==> src/rtl/pipe_stage_buf.sv <==
// Inter-stage pipeline register with valid/ready handshake and 2-entry skid buffer.
// Define PIPE_STAGE_PERF_EN to build the saturating stall/flush performance counters.
module pipe_stage_buf #(
  parameter int CTRL_W = 8,
  parameter int DATA_W = 128,
  parameter int CNT_W  = 16
) (
  input  logic              clk,
  input  logic              rst_n,
  input  logic              flush,
  input  logic              freeze,
  input  logic              in_valid,
  output logic              in_ready,
  input  logic [CTRL_W-1:0] in_ctrl,
  input  logic [DATA_W-1:0] in_data,
  output logic              out_valid,
  input  logic              out_ready,
  output logic [CTRL_W-1:0] out_ctrl,
  output logic [DATA_W-1:0] out_data,
  output logic [1:0]        occupancy,
  output logic [CNT_W-1:0]  stall_cnt,
  output logic [CNT_W-1:0]  flush_cnt
);

  typedef struct packed {
    logic              v;
    logic [CTRL_W-1:0] ctrl;
    logic [DATA_W-1:0] data;
  } entry_t;

  entry_t main_q, main_d;
  entry_t skid_q, skid_d;
  entry_t in_e;
  logic   acc, drn;

  assign in_e = '{v: 1'b1, ctrl: in_ctrl, data: in_data};

  // in_ready depends on registered state only, so stalls never form a combinational chain
  assign in_ready  = rst_n & ~skid_q.v & ~freeze & ~flush;
  assign out_valid = main_q.v & ~freeze;
  assign out_ctrl  = main_q.v ? main_q.ctrl : '0;
  assign out_data  = main_q.data;
  assign occupancy = {1'b0, main_q.v} + {1'b0, skid_q.v};

  assign acc = in_valid & in_ready;
  assign drn = out_valid & out_ready;

  always_comb begin
    main_d = main_q;
    skid_d = skid_q;
    if (flush) begin
      main_d = '0;
      skid_d = '0;
    end else if (!freeze) begin
      if (skid_q.v) begin
        // in_ready is low whenever the skid is full, so no accept can collide here
        if (drn) begin
          main_d = skid_q;
          skid_d = '0;
        end
      end else if (main_q.v) begin
        if (drn)      main_d = acc ? in_e : '0;
        else if (acc) skid_d = in_e;
      end else if (acc) begin
        main_d = in_e;
      end
    end
  end

  always_ff @(posedge clk or negedge rst_n) begin
    if (!rst_n) begin
      main_q <= '0;
      skid_q <= '0;
    end else begin
      main_q <= main_d;
      skid_q <= skid_d;
    end
  end

`ifdef PIPE_STAGE_PERF_EN
  logic [CNT_W-1:0] stall_cnt_q, stall_cnt_d;
  logic [CNT_W-1:0] flush_cnt_q, flush_cnt_d;
  logic [CNT_W:0]   flush_sum;

  assign flush_sum = {1'b0, flush_cnt_q} + {{(CNT_W-1){1'b0}}, occupancy};

  // out_valid is already low under freeze, so the stall counter holds there naturally
  always_comb begin
    stall_cnt_d = stall_cnt_q;
    flush_cnt_d = flush_cnt_q;
    if (out_valid && !out_ready && (stall_cnt_q != '1))
      stall_cnt_d = stall_cnt_q + 1'b1;
    if (flush)
      flush_cnt_d = flush_sum[CNT_W] ? '1 : flush_sum[CNT_W-1:0];
  end

  always_ff @(posedge clk or negedge rst_n) begin
    if (!rst_n) begin
      stall_cnt_q <= '0;
      flush_cnt_q <= '0;
    end else begin
      stall_cnt_q <= stall_cnt_d;
      flush_cnt_q <= flush_cnt_d;
    end
  end

  assign stall_cnt = stall_cnt_q;
  assign flush_cnt = flush_cnt_q;
`else
  assign stall_cnt = '0;
  assign flush_cnt = '0;
`endif

endmodule

==> config.mk <==
export PLATFORM = sky130hd
export DESIGN_NAME = pipe_stage_buf
export DESIGN_NICKNAME = d
export VERILOG_FILES = /design/src/rtl/pipe_stage_buf.sv
export SDC_FILE = /design/constraint.sdc
export NUM_CORES = 1
export LEC_CHECK = 0
export BUFFER_PORTS_ARGS = -buffer_cell sky130_fd_sc_hd__buf_2
export CORE_MARGIN = 1
export CORE_UTILIZATION = 35
export CTS_CLUSTER_DIAMETER = 150
export DETAILED_ROUTE_END_ITERATION = 10
export GPL_TIMING_DRIVEN = 1
export PLACE_DENSITY = 0.67
export SLEW_MARGIN = 20
export SYNTH_ARGS = -nofsm -noshare
export SYNTH_HDL_FRONTEND = slang
export SYNTH_SLANG_ARGS = --single-unit
==> constraint.sdc <==
create_clock -name clk -period 2.5 [get_ports clk]
set_input_delay 0.125 -clock clk [delete_from_list [all_inputs] [get_ports clk]]
set_output_delay 0.125 -clock clk [all_outputs]
set_load 0.005 [all_outputs]
==> impl_metrics.tcl <==
set metrics [dict create \
    cp_slowest_cell "nor4b_1" \
    cts-root-buf "clkbuf_16" \
    vias 10800 \
    required_ns 2.94 \
    p_per_area_mw_per_mm2 595 \
    routed_wirelength_um 38400 \
    cts_tree "done" \
    synth_cell_types 28 \
    cts_setup_buffers 0 \
    remaining_drc_errors 0 \
    switching_power_w 0.00245 \
    synth_seq_cells 274 \
    final_max_slew_viol_count 0 \
    clk_latency_ns 0.57 \
    clock-sinks 274 \
    cp-startpoint "main_q[136]$_DFFE_PN0P_" \
    post-synth-top-count-cell "dfrtp_1" \
    syn2layout_area_growth_pct 23.6 \
    cts_resized 0 \
    die_area_mm2 0.0406 \
    dp_hpwl_um 22000 \
    relSlewSlack_pct 40.6 \
    status "finished clean" \
    hold_path.class "in2reg" \
    wire_per_inst_um 18.9 \
    io_pins 314 \
    p_clk_share_pct 47.0 \
    synthTopCellsByCount "dfrtp_1, buf_4, nand2_1" \
    cp_max_fo 63 \
    p_int_w 0.00780 \
    cpPeakStageDelay_ns 0.62 \
    track_usage_pct 18.5 \
    skew_ns 0.0108 \
    async_reset_ff_share_pct 100 \
    drtAntennaViolNets 0 \
    synthTopCellsByArea "dfrtp_1, a32o_1, buf_4, o32ai_1, mux2_2" \
    grt_start_max_net_pins 155 \
    r2r_start "main_q[136]$_DFFE_PN0P_" \
    grt_pass1_wl_um 61400 \
    synth_top_flop_cell "dfrtp_1" \
    yosys.area.top_type_share_pct 49.2 \
    crit_chain "buf_4 -> nor4b_1 -> a221oi_4 -> buf_12 -> mux2_1" \
    clk_pin_slew_ns 0.06 \
    syn_area_per_cell_um2 11.0 \
    leakage_nw 8.07 \
    fin_crit_sh_pct 90.8 \
    finalSetupViolCount 0 \
    p_seq_share_pct 44.1 \
    antenna_found_initial 2 \
    synth_cells 1263 \
    grt_pass1_vias 11000 \
    layout.nets 1631 \
    crit_path_start_kind "flip-flop" \
    cts.path.max_buffers 3 \
    synth.yosys.seq_area_share_pct 49.2 \
    first_pass_iters 7 \
    core_region_area_mm2 0.0390 \
    numCtsBuffers 31 \
    rows 72 \
    timing.final.crit_period_ns 2.27 \
    maxClockFrequency_mhz 440 \
    dpl.cell_count 1832 \
    hold_viol_final 0 \
    fin_cells 2030 \
    gr-total-overflow 0 \
    layout-drive-gt1-share_pct 30.5 \
    start_util_pct 35.7 \
    die_x_um 202 \
    synth_largest_area_cell "dfrtp_1" \
    routed_via_density 5.33 \
    cap_viol_max_count 0 \
    synth_edf_count 0 \
    hold_start "freeze" \
    tightestPinTransition_ns 0.891 \
    gp_congestion 0.778 \
    yosys_warnings 0 \
    setup.worst_path.class "reg2reg" \
    switching_share_pct 23.9 \
    tns_ns 0 \
    comb_power_share_pct 8.9 \
    fp.dieH_um 202 \
    syn_area_mm2 0.0139 \
    port_buffers 281 \
    end_kind "flip-flop" \
    worstPathArrival_ns 2.71 \
    cts_max_level 1 \
    first_iter_violations 743 \
    ir_worst_vdd_v 0.000440 \
    grt_setup_unrepaired "no" \
]
worst paths after layout:
path                                            endpoint  slack, ns  cells after the start
max in group asynchronous       out_data[38]$_DFFE_PN0P_       0.95                      4
worst min register to register  out_data[37]$_DFFE_PN0P_       0.48                      1
worst min-delay path             main_q[136]$_DFFE_PN0P_       0.05                      5
worst max-delay path            out_data[39]$_DFFE_PN0P_       0.23                      5
worst max register to register  out_data[39]$_DFFE_PN0P_       0.23                      5
min in group asynchronous         skid_q[84]$_DFFE_PN0P_       0.28                      3
routing by layer:
layer  vias up  track usage, %  share of wire (%)  wire [um]
met5         -               0              0.034         13
met4         2            6.63                3.2       1220
met3        74            3.68                7.0       2690
met2       441            29.9                 47      18100
met1      5488            24.6                 43      16400
li1       4824               -                  -          -
flip-flops by register name, summed over array words and instances (netlist names):
signal,flops
skid_q,137
out_data,128
main_q,9
cells in the final DEF (no fill, tap or decap), drive strengths merged:
cell type,n
a211oi,1
a21oi,1
a221oi,1
a31oi,1
a32o,136
and2,9
and4,1
and4bb,1
buf,302
bufinv,4
clkbuf,40
clkinv,3
clkinvlp,7
conb,32
dfrtp,274
diode,1
dlygate4sd3,140
ha,1
inv,140
mux2,136
nand2,137
nand2b,2
nor2b,2
nor4b,1
o21ai,2
o32ai,136
or4b,1
stage by stage:
stage               hold WS (ns)  power, W  instance area, um^2  setup WS [ns]  utilization (%)
detailed placement       -0.0757   0.00535                14700          0.120             37.7
CTS                       0.0108    0.0104                17200          0.107             44.1
global placement         -0.0759   0.00533                14700          0.164             37.7
global route              0.0538    0.0106                17200          0.136             44.2
floorplan                 -0.171   0.00503                14100          0.538                -
finish                    0.0542    0.0103                17200          0.229             44.2
timing repair:
item / CTS / global route
endpoints found under the setup margin: 0 / 0
endpoints found under the hold margin: 178 / 0
hold buffers: 140 / 0
power by group through the flow:
stage	Sequential [W]	Combinational, W	Clock [W]
floorplan	0.00459	0.000439	0
global placement	0.00460	0.000729	0
detailed placement	0.00460	0.000743	0
CTS	0.00452	0.000919	0.00495
global route	0.00453	0.00100	0.00511
finish	0.00452	0.000915	0.00481
area by class of cell:
class | count | area [um^2]
multi-input cells | 601 | 4940
well taps | 518 | 648
clock inverters | 16 | 205
fillers | 3523 | 21800
repair buffers | 442 | 3180
clock buffers | 40 | 880
inverters | 138 | 520
diodes | 1 | 2.50
flip-flops and latches | 274 | 6860
worst max-delay path, delay by kind of cell, from the launching register on:
kind	cells	cell delay, ns
AND/OR/NAND/NOR	1	0.62
buffers and inverters	2	0.45
multiplexers	1	0.39
flip-flops	1	0.37
AO/OA/AOI/OAI	1	0.20
kinds of logic after synthesis:
family          share of synthesized area, %
flops                                   49.2
fa+ha+maj                             0.0897
other cells                           0.0269
buf+inv                                 16.5
mux                                     11.0
simple gates                            4.59
compound gates                          18.6
(Power assumes the default switching activity.)
